$ cat config.mk
export PLATFORM = sky130hd
export DESIGN_NAME = uart_piso
export DESIGN_NICKNAME = d
export VERILOG_FILES = /design/src/rtl/uart_piso.sv
export SDC_FILE = /design/constraint.sdc
export NUM_CORES = 1
export LEC_CHECK = 0
export BUFFER_PORTS_ARGS = -buffer_cell sky130_fd_sc_hd__buf_4
export CAP_MARGIN = 10
export CORE_MARGIN = 3
export CORE_UTILIZATION = 54
export CTS_BUF_LIST = sky130_fd_sc_hd__clkbuf_8
export DETAILED_ROUTE_END_ITERATION = 8
export PLACE_DENSITY_LB_ADDON = 0.12
export SYNTH_ARGS = -nofsm -noshare
export SYNTH_HDL_FRONTEND = slang
export SYNTH_SLANG_ARGS = --single-unit
$ cat constraint.sdc
create_clock -name clock_50M -period 1.85 [get_ports clock_50M]
set_input_delay 0.2775 -clock clock_50M [delete_from_list [all_inputs] [get_ports clock_50M]]
set_output_delay 0.2775 -clock clock_50M [all_outputs]
set_load 0.005 [all_outputs]
$ cat src/rtl/uart_piso.sv
// uart_piso: parallel-in, serial-out UART transmitter.
// Sends start bit, CHAR_W data bits LSB first, optional parity, then STOP_BITS stop bits.
// A one-word holding buffer lets the next frame start straight after the last stop bit.
module uart_piso #(
    parameter int unsigned DIVIDER   = 4096,
    parameter int unsigned CHAR_W    = 8,
    parameter int unsigned PARITY    = 0,
    parameter int unsigned STOP_BITS = 1,
    parameter int unsigned COUNTER_W = $clog2(DIVIDER)
) (
    input  logic              clock_50M,
    input  logic              reset,
    input  logic [CHAR_W-1:0] tx_data,
    input  logic              tx_valid,
    output logic              tx_ready,
    output logic              uart_tx_pin,
    output logic              busy
);

    localparam int unsigned IDX_W = $clog2(CHAR_W);

    typedef enum logic [2:0] {
        S_IDLE,
        S_START,
        S_DATA,
        S_PARITY,
        S_STOP
    } state_t;

    state_t              state;
    state_t              state_nxt;
    logic [CHAR_W-1:0]   buf_data;
    logic [CHAR_W-1:0]   buf_data_nxt;
    logic                buf_full;
    logic                buf_full_nxt;
    logic [CHAR_W-1:0]   shift_reg;
    logic [CHAR_W-1:0]   shift_nxt;
    logic [IDX_W-1:0]    bit_idx;
    logic [IDX_W-1:0]    idx_nxt;
    logic [COUNTER_W-1:0] cnt;
    logic [COUNTER_W-1:0] cnt_nxt;
    logic                stop_idx;
    logic                stop_nxt;
    logic                par_bit;
    logic                par_nxt;
    logic                pin_nxt;
    logic                busy_nxt;
    logic                bit_end;
    logic                load;

    // Buffer can take a word whenever it is empty and we are out of reset
    assign tx_ready = ~buf_full & ~reset;

    // State and datapath registers
    always_ff @(posedge clock_50M) begin
        if (reset) begin
            state       <= S_IDLE;
            buf_data    <= '0;
            buf_full    <= 1'b0;
            shift_reg   <= '0;
            bit_idx     <= '0;
            cnt         <= '0;
            stop_idx    <= 1'b0;
            par_bit     <= 1'b0;
            uart_tx_pin <= 1'b1;
            busy        <= 1'b0;
        end else begin
            state       <= state_nxt;
            buf_data    <= buf_data_nxt;
            buf_full    <= buf_full_nxt;
            shift_reg   <= shift_nxt;
            bit_idx     <= idx_nxt;
            cnt         <= cnt_nxt;
            stop_idx    <= stop_nxt;
            par_bit     <= par_nxt;
            uart_tx_pin <= pin_nxt;
            busy        <= busy_nxt;
        end
    end

    // Next-state, buffer handshake and serial line value
    always_comb begin
        state_nxt    = state;
        buf_data_nxt = buf_data;
        buf_full_nxt = buf_full;
        shift_nxt    = shift_reg;
        idx_nxt      = bit_idx;
        cnt_nxt      = cnt;
        stop_nxt     = stop_idx;
        par_nxt      = par_bit;
        pin_nxt      = uart_tx_pin;
        load         = 1'b0;
        bit_end      = (cnt == COUNTER_W'(DIVIDER - 1));

        if (state != S_IDLE) begin
            cnt_nxt = bit_end ? '0 : cnt + COUNTER_W'(1);
        end

        case (state)
            S_IDLE: begin
                pin_nxt = 1'b1;
                if (buf_full) begin
                    load = 1'b1;
                end
            end
            S_START: begin
                if (bit_end) begin
                    state_nxt = S_DATA;
                    idx_nxt   = '0;
                    pin_nxt   = shift_reg[0];
                end
            end
            S_DATA: begin
                if (bit_end) begin
                    if (bit_idx == IDX_W'(CHAR_W - 1)) begin
                        if (PARITY != 0) begin
                            state_nxt = S_PARITY;
                            pin_nxt   = par_bit;
                        end else begin
                            state_nxt = S_STOP;
                            stop_nxt  = 1'b0;
                            pin_nxt   = 1'b1;
                        end
                    end else begin
                        shift_nxt = shift_reg >> 1;
                        idx_nxt   = bit_idx + IDX_W'(1);
                        pin_nxt   = shift_reg[1];
                    end
                end
            end
            S_PARITY: begin
                if (bit_end) begin
                    state_nxt = S_STOP;
                    stop_nxt  = 1'b0;
                    pin_nxt   = 1'b1;
                end
            end
            S_STOP: begin
                pin_nxt = 1'b1;
                if (bit_end) begin
                    if (stop_idx == 1'(STOP_BITS - 1)) begin
                        if (buf_full) begin
                            load = 1'b1;
                        end else begin
                            state_nxt = S_IDLE;
                        end
                    end else begin
                        stop_nxt = 1'b1;
                    end
                end
            end
            default: begin
                state_nxt = S_IDLE;
                pin_nxt   = 1'b1;
            end
        endcase

        // Move the buffered word into the shifter and begin a new frame
        if (load) begin
            state_nxt    = S_START;
            shift_nxt    = buf_data;
            buf_full_nxt = 1'b0;
            cnt_nxt      = '0;
            pin_nxt      = 1'b0;
            par_nxt      = (^buf_data) ^ (PARITY == 2);
        end

        // Accept only into an empty buffer, so a load and an accept never coincide
        if (tx_valid && tx_ready) begin
            buf_data_nxt = tx_data;
            buf_full_nxt = 1'b1;
        end

        busy_nxt = (state_nxt != S_IDLE);
    end

endmodule

# After elaboration in Yosys (flattened, before gate mapping)
# Index checks and enable logic that the tools add are counted.
[totals]
reg_bits = 38
[classes]
addsub = 2
n_eq_ne = 16
n_mux = 36
bitwise_logic = 3
reduce_logical = 14
[op_table]
columns = ["operator", "count"]
rows = [
  ["$mux W3", 11],
  ["$mux W8", 4],
  ["$mux W1", 15],
  ["$pmux W3 S5", 1],
  ["$ne A2 B2 Y1 const B", 7],
  ["$add A12 B1 Y12 const B", 1],
  ["$eq A12 B12 Y1 const B", 1],
  ["$mux W12", 1],
  ["$ne A3 B3 Y1 const B", 3],
  ["$reduce_bool A3 Y1", 3],
  ["$reduce_bool A2 Y1", 4],
  ["$eq A3 B2 Y1 const B", 2],
  ["$eq A3 B3 Y1 const B", 2],
  ["$pmux W1 S3", 2],
  ["$pmux W3 S2", 1],
  ["$reduce_and A3 Y1", 2],
  ["$reduce_and A5 Y1", 1],
  ["$reduce_and A4 Y1", 1],
  ["$add A3 B1 Y3 const B", 1],
  ["$eq A3 B1 Y1 const B", 1],
  ["$logic_not A3 Y1", 1],
  ["$not A1 Y1", 2],
  ["$pmux W1 S2", 1],
  ["$reduce_or A2 Y1", 1],
  ["other kinds (2)", 2],
]

# Longest topological paths before layout
[logic_depth]
word_depth = 6
mapped_depth = 8
depth_no_buf = 7

# Worst setup path after synthesis
# Ideal clock, no wire load.
[synth_timing]
kind = "flip-flop to flip-flop"
startpoint = "reg cnt[4]"
endpoint = "reg shift_reg[0]"
setup_ns = 0.119
arrival_ns = 1.865
required_ns = 1.731
path_slack_ns = -0.134
path_stages_with_launch = 8
path_buffers = 2
period_less_slack_ns = 1.984
path_cell_list = "dfxtp_1 -> nand4_2 -> or4_1 -> buf_2 -> or3_1 -> buf_2 -> a21oi_1 -> a21oi_1"
[synth_via]
elab_chain_cells = 5
elab_cells_between_ends = 8
[synth_rtl]
columns = ["element", "line", "rtl"]
rows = [
  ["from (decl)", "40", "logic [COUNTER_W-1:0] cnt;"],
  ["from (signal assigned)", "73", "cnt <= cnt_nxt;"],
  ["$eq A12 B12 Y1 (*)", "93", "bit_end = (cnt == COUNTER_W'(DIVIDER - 1));"],
  ["$mux W1", "140", "if (bit_end) begin"],
  ["$pmux W1 S2", "99", "case (state)"],
  ["$ne A2 B2 Y1 (no line) or $reduce_bool A2 Y1 (tied branches)", "-", ""],
  ["$reduce_and A3 Y1 (no line)", "-", ""],
  ["to (signal assigned)", "71", "shift_reg <= shift_nxt;"],
  ["to (decl)", "36", "logic [CHAR_W-1:0] shift_reg;"],
]
# Mark *: on every way between the ends. The rest lies on a longest branch, timed or not.
# A chain may end at the register's enable or synchronous reset.

# Final worst setup path
[layout_timing]
startpoint = "reg cnt[6]"
endpoint = "reg state[2]"
[layout_via]
elab_chain_cells = 4
elab_cells_between_ends = 9
[layout_rtl]
columns = ["element", "line", "rtl"]
rows = [
  ["$eq A12 B12 Y1 (*)", "93", ""],
  ["$mux W3, or another cell as far along", "140", ""],
  ["$pmux W3 S5 or $pmux W1 S2 (tied branches)", "99", ""],
  ["$mux W3 (*)", "159", "if (load) begin"],
  ["to (signal assigned)", "68", "state <= state_nxt;"],
  ["to (decl)", "30", "state_t state;"],
]
# Marked as above.

==> impl_metrics.toml <==
[die]
initial_utilization_pct = 60.34
die_area_um2 = 3604
rows = 18
die_h_um = 60.03
ios = 14
core_area_um2 = 2613
dieWidth_um = 60.03

[worst_setup_path]
cp_data_arrival_time_ns = 2.01
crit_path_top_delay_cell = "or4_4"
cp.depth = 7
rrSetupSlack_ns = 0.05
max_stage_delay_ns = 0.52
cp_max_fo = 8
start_kind = "register"
r2r_cells = 7
criticalPathCategory = "register to register"
worstPathRequired_ns = 2.06
end_kind = "register"
critPathBufInv = 2
critPathTopFamily = "simple AND/OR/NAND/NOR gates"
cp_cell_sequence = "nand4_2 > or4_4 > buf_8 > buf_4 > nor2_1 > nand3_1 > a21oi_1"

[layout]
largest_reg_flops = 12
design_area_um2 = 2041
drive_above_1_share_pct = 28.63
final_nets = 240
syn_to_final_growth_pct = 29.44
filler_cell_count = 180
diodes = 0

[timing]
worst_slew_pin_slew_ns = 0.4637
relSlewSlack_pct = 69.03
fmaxAchievable_ghz = 0.5543
hold_viol_final = 0
finalCritPeriodShare_pct = 97.52
setup_viol = 0
finalClockSkew_ns = 0.006628
period_needed_ns = 1.804
drv_slew = 0

[placement]
portBuffers = 13
place_congestion = 0.7877
post_dp_cell_area_um2 = 1824
hpwl_um = 2327

[route]
wl_per_cell_um = 12.99
ant_nets = 0
drt_iter0_markers = 59
vias = 1415
route.detailed.drc = 0
wl_um = 3339
viasPerCell = 5.506
dr.pass1.iters = 4

[synthesis]
synth_top_area_cell = "dfxtp_1"
yosys-top-cells-area = "dfxtp_1 47%, nand2_1 9.5%, a21oi_1 7.9%, nor2_1 5.5%, xor2_1 3.3%"
synthAdderAreaFrac_pct = 2.381
synth_nets = 209
synth_xor_area_share_pct = 5.556
synth_compound_area_share_pct = 17.38
synth_top_area_share_pct = 46.98
synth_top_family_by_area = "simple AND/OR/NAND/NOR gates"
syn-instance-count = 195
ys_types = 34
syn-cell-area_um2 = 1577
ys_seq_area_share_pct = 46.98
synthMuxAreaShare_pct = 0.6349
ys_warn_count = 0
yosys_register_bits = 37
synth.avg_cell_area_um2 = 8.085
synth_simple_gate_area_share_pct = 23.73

[cts]
h-tree-depth = 2
cts_sinks = 37
cts_inserted_buffers = 5
root_buffer = "clkbuf_8"
path_clk_slew_ns = 0.07
clock_path_buffers = 2
insertion_delay_ns = 0.29
cts_tree = "yes"

[pwr]
power_leakage_nw = 0.7871
power_density_nw_per_um2 = 907.9
power_mw = 1.853
vdd_drop_max_mv = 0.9804

[run]
maxCapViolCount = 0

[worst_hold_path]
hold_path.class = "input pin to register"
hold_depth = 3

[run_status]
status = "complete, no violations"

[grt]
track_usage_pct = 21.58
grt_overflow = 0
grt_max_degree = 25
antenna_found_initial = 0
grt_pass1_wl_um = 5761
grt_pass1_vias = 1368
## power by group
group          switching, mW  total, mW  internal, mW
registers             0.0259      0.860         0.834
logic                 0.0969      0.179        0.0817
clock network          0.279      0.814         0.535
## logic make-up after synthesis
family | Yosys count
and+or+nand+nor | 85
AOI/OAI and AO/OA | 46
DFF | 37
buffers and inverters | 13
xor gates and xnor gates | 10
adders and majority gates | 3
muxes | 1
## worst min-delay path: cells and delay by family
family                 cells  cell delay [ns]
AND/OR/NAND/NOR            1             0.04
AO/OA/AOI/OAI              1             0.05
buffers and inverters      1             0.11
## per-stage QoR
step / hold WS (ns) / setup WS (ns) / util [%] / TNS (ns) / std cells
after floorplan: 0.3485 / -0.07516 / - / -0.7082 / 195
after global placement: 0.4411 / -0.03882 / 69.83 / -0.2160 / 243
after detailed placement: 0.4466 / -0.09767 / 69.83 / -0.6794 / 243
after CTS: 0.2176 / 0.02602 / 76.29 / 0 / 253
after global routing: 0.2199 / -0.02134 / 78.11 / -0.02134 / 257
final: 0.2272 / 0.04582 / 78.11 / 0 / 257
## worst paths after layout
| check | to | start |
|---|---|---|
| setup reg to reg | state[2]$_SDFF_PP0_ | cnt[6]$_SDFFE_PP0P_ |
| setup / recovery | state[2]$_SDFF_PP0_ | cnt[6]$_SDFFE_PP0P_ |
| hold reg to reg | buf_data[6]$_SDFFE_PP0P_ | buf_data[6]$_SDFFE_PP0P_ |
| hold / removal | buf_data[6]$_SDFFE_PP0P_ | tx_data[6] |
## metal layers
| layer | track usage (%) | vias to the layer above | wire length [um] |
|---|---|---|---|
| met5 | 0 | - | 0 |
| met4 | 8.228 | 0 | 62 |
| met2 | 37.19 | 33 | 1690 |
| met1 | 24.31 | 643 | 1454 |
| li1 | - | 731 | - |
| met3 | 7.343 | 8 | 131 |
## Yosys cell counts
cell and number:
mux2i_1 1, ha_1 3, o221ai_1 1, nand2b_1 1, o22a_1 1, nand4_1 2, a211oi_1 2, clkbuf_1 5
inv_1 4, nor2_1 23, buf_1 1, xor2_1 6, and4_1 1, a21o_1 2, nand3_1 5, nor2b_1 1
or3_1 2, a211o_1 1, nand4_2 1, o22ai_1 1, or4_1 1, xnor2_1 4, a21oi_1 25, nor3_1 6
nor4_1 1, a221oi_1 2, a311o_1 1, a22oi_1 2, o21ai_0 7, nand2_1 40, a21oi_2 1, nor3_2 1
dfxtp_1 37, buf_2 3
## layout by cell type (no fill, tap or decap), types with 5 or more instances in the layout
cell type and instances:
dfxtp_2 10, nor3_1 6, buf_4 32, a21oi_2 6, clkbuf_8 5, xor2_1 6, dfxtp_1 27, nor2_1 23
a21oi_1 19, nand2_1 40
## final cells by class
cell class | count | area, um2 | share of cell area (%)
Tap cell | 30 | 37.54 | 1.839
Timing Repair Buffer | 33 | 255.2 | 12.51
Inverter | 4 | 15.01 | 0.7357
Sequential cell | 37 | 753.2 | 36.91
Clock inverter | 3 | 65.06 | 3.188
Multi-Input combinational cell | 145 | 845.8 | 41.45
Clock buffer | 5 | 68.82 | 3.372
## timing repair
item                       in CTS  in global routing
pin swaps                       1                  4
setup endpoints to repair      18                 16
resized for setup               8                  8
setup buffers                   2                  4
hold buffers                    0                  0
cloned                          0                  0
Note: power is estimated with default switching activity, not from simulation.
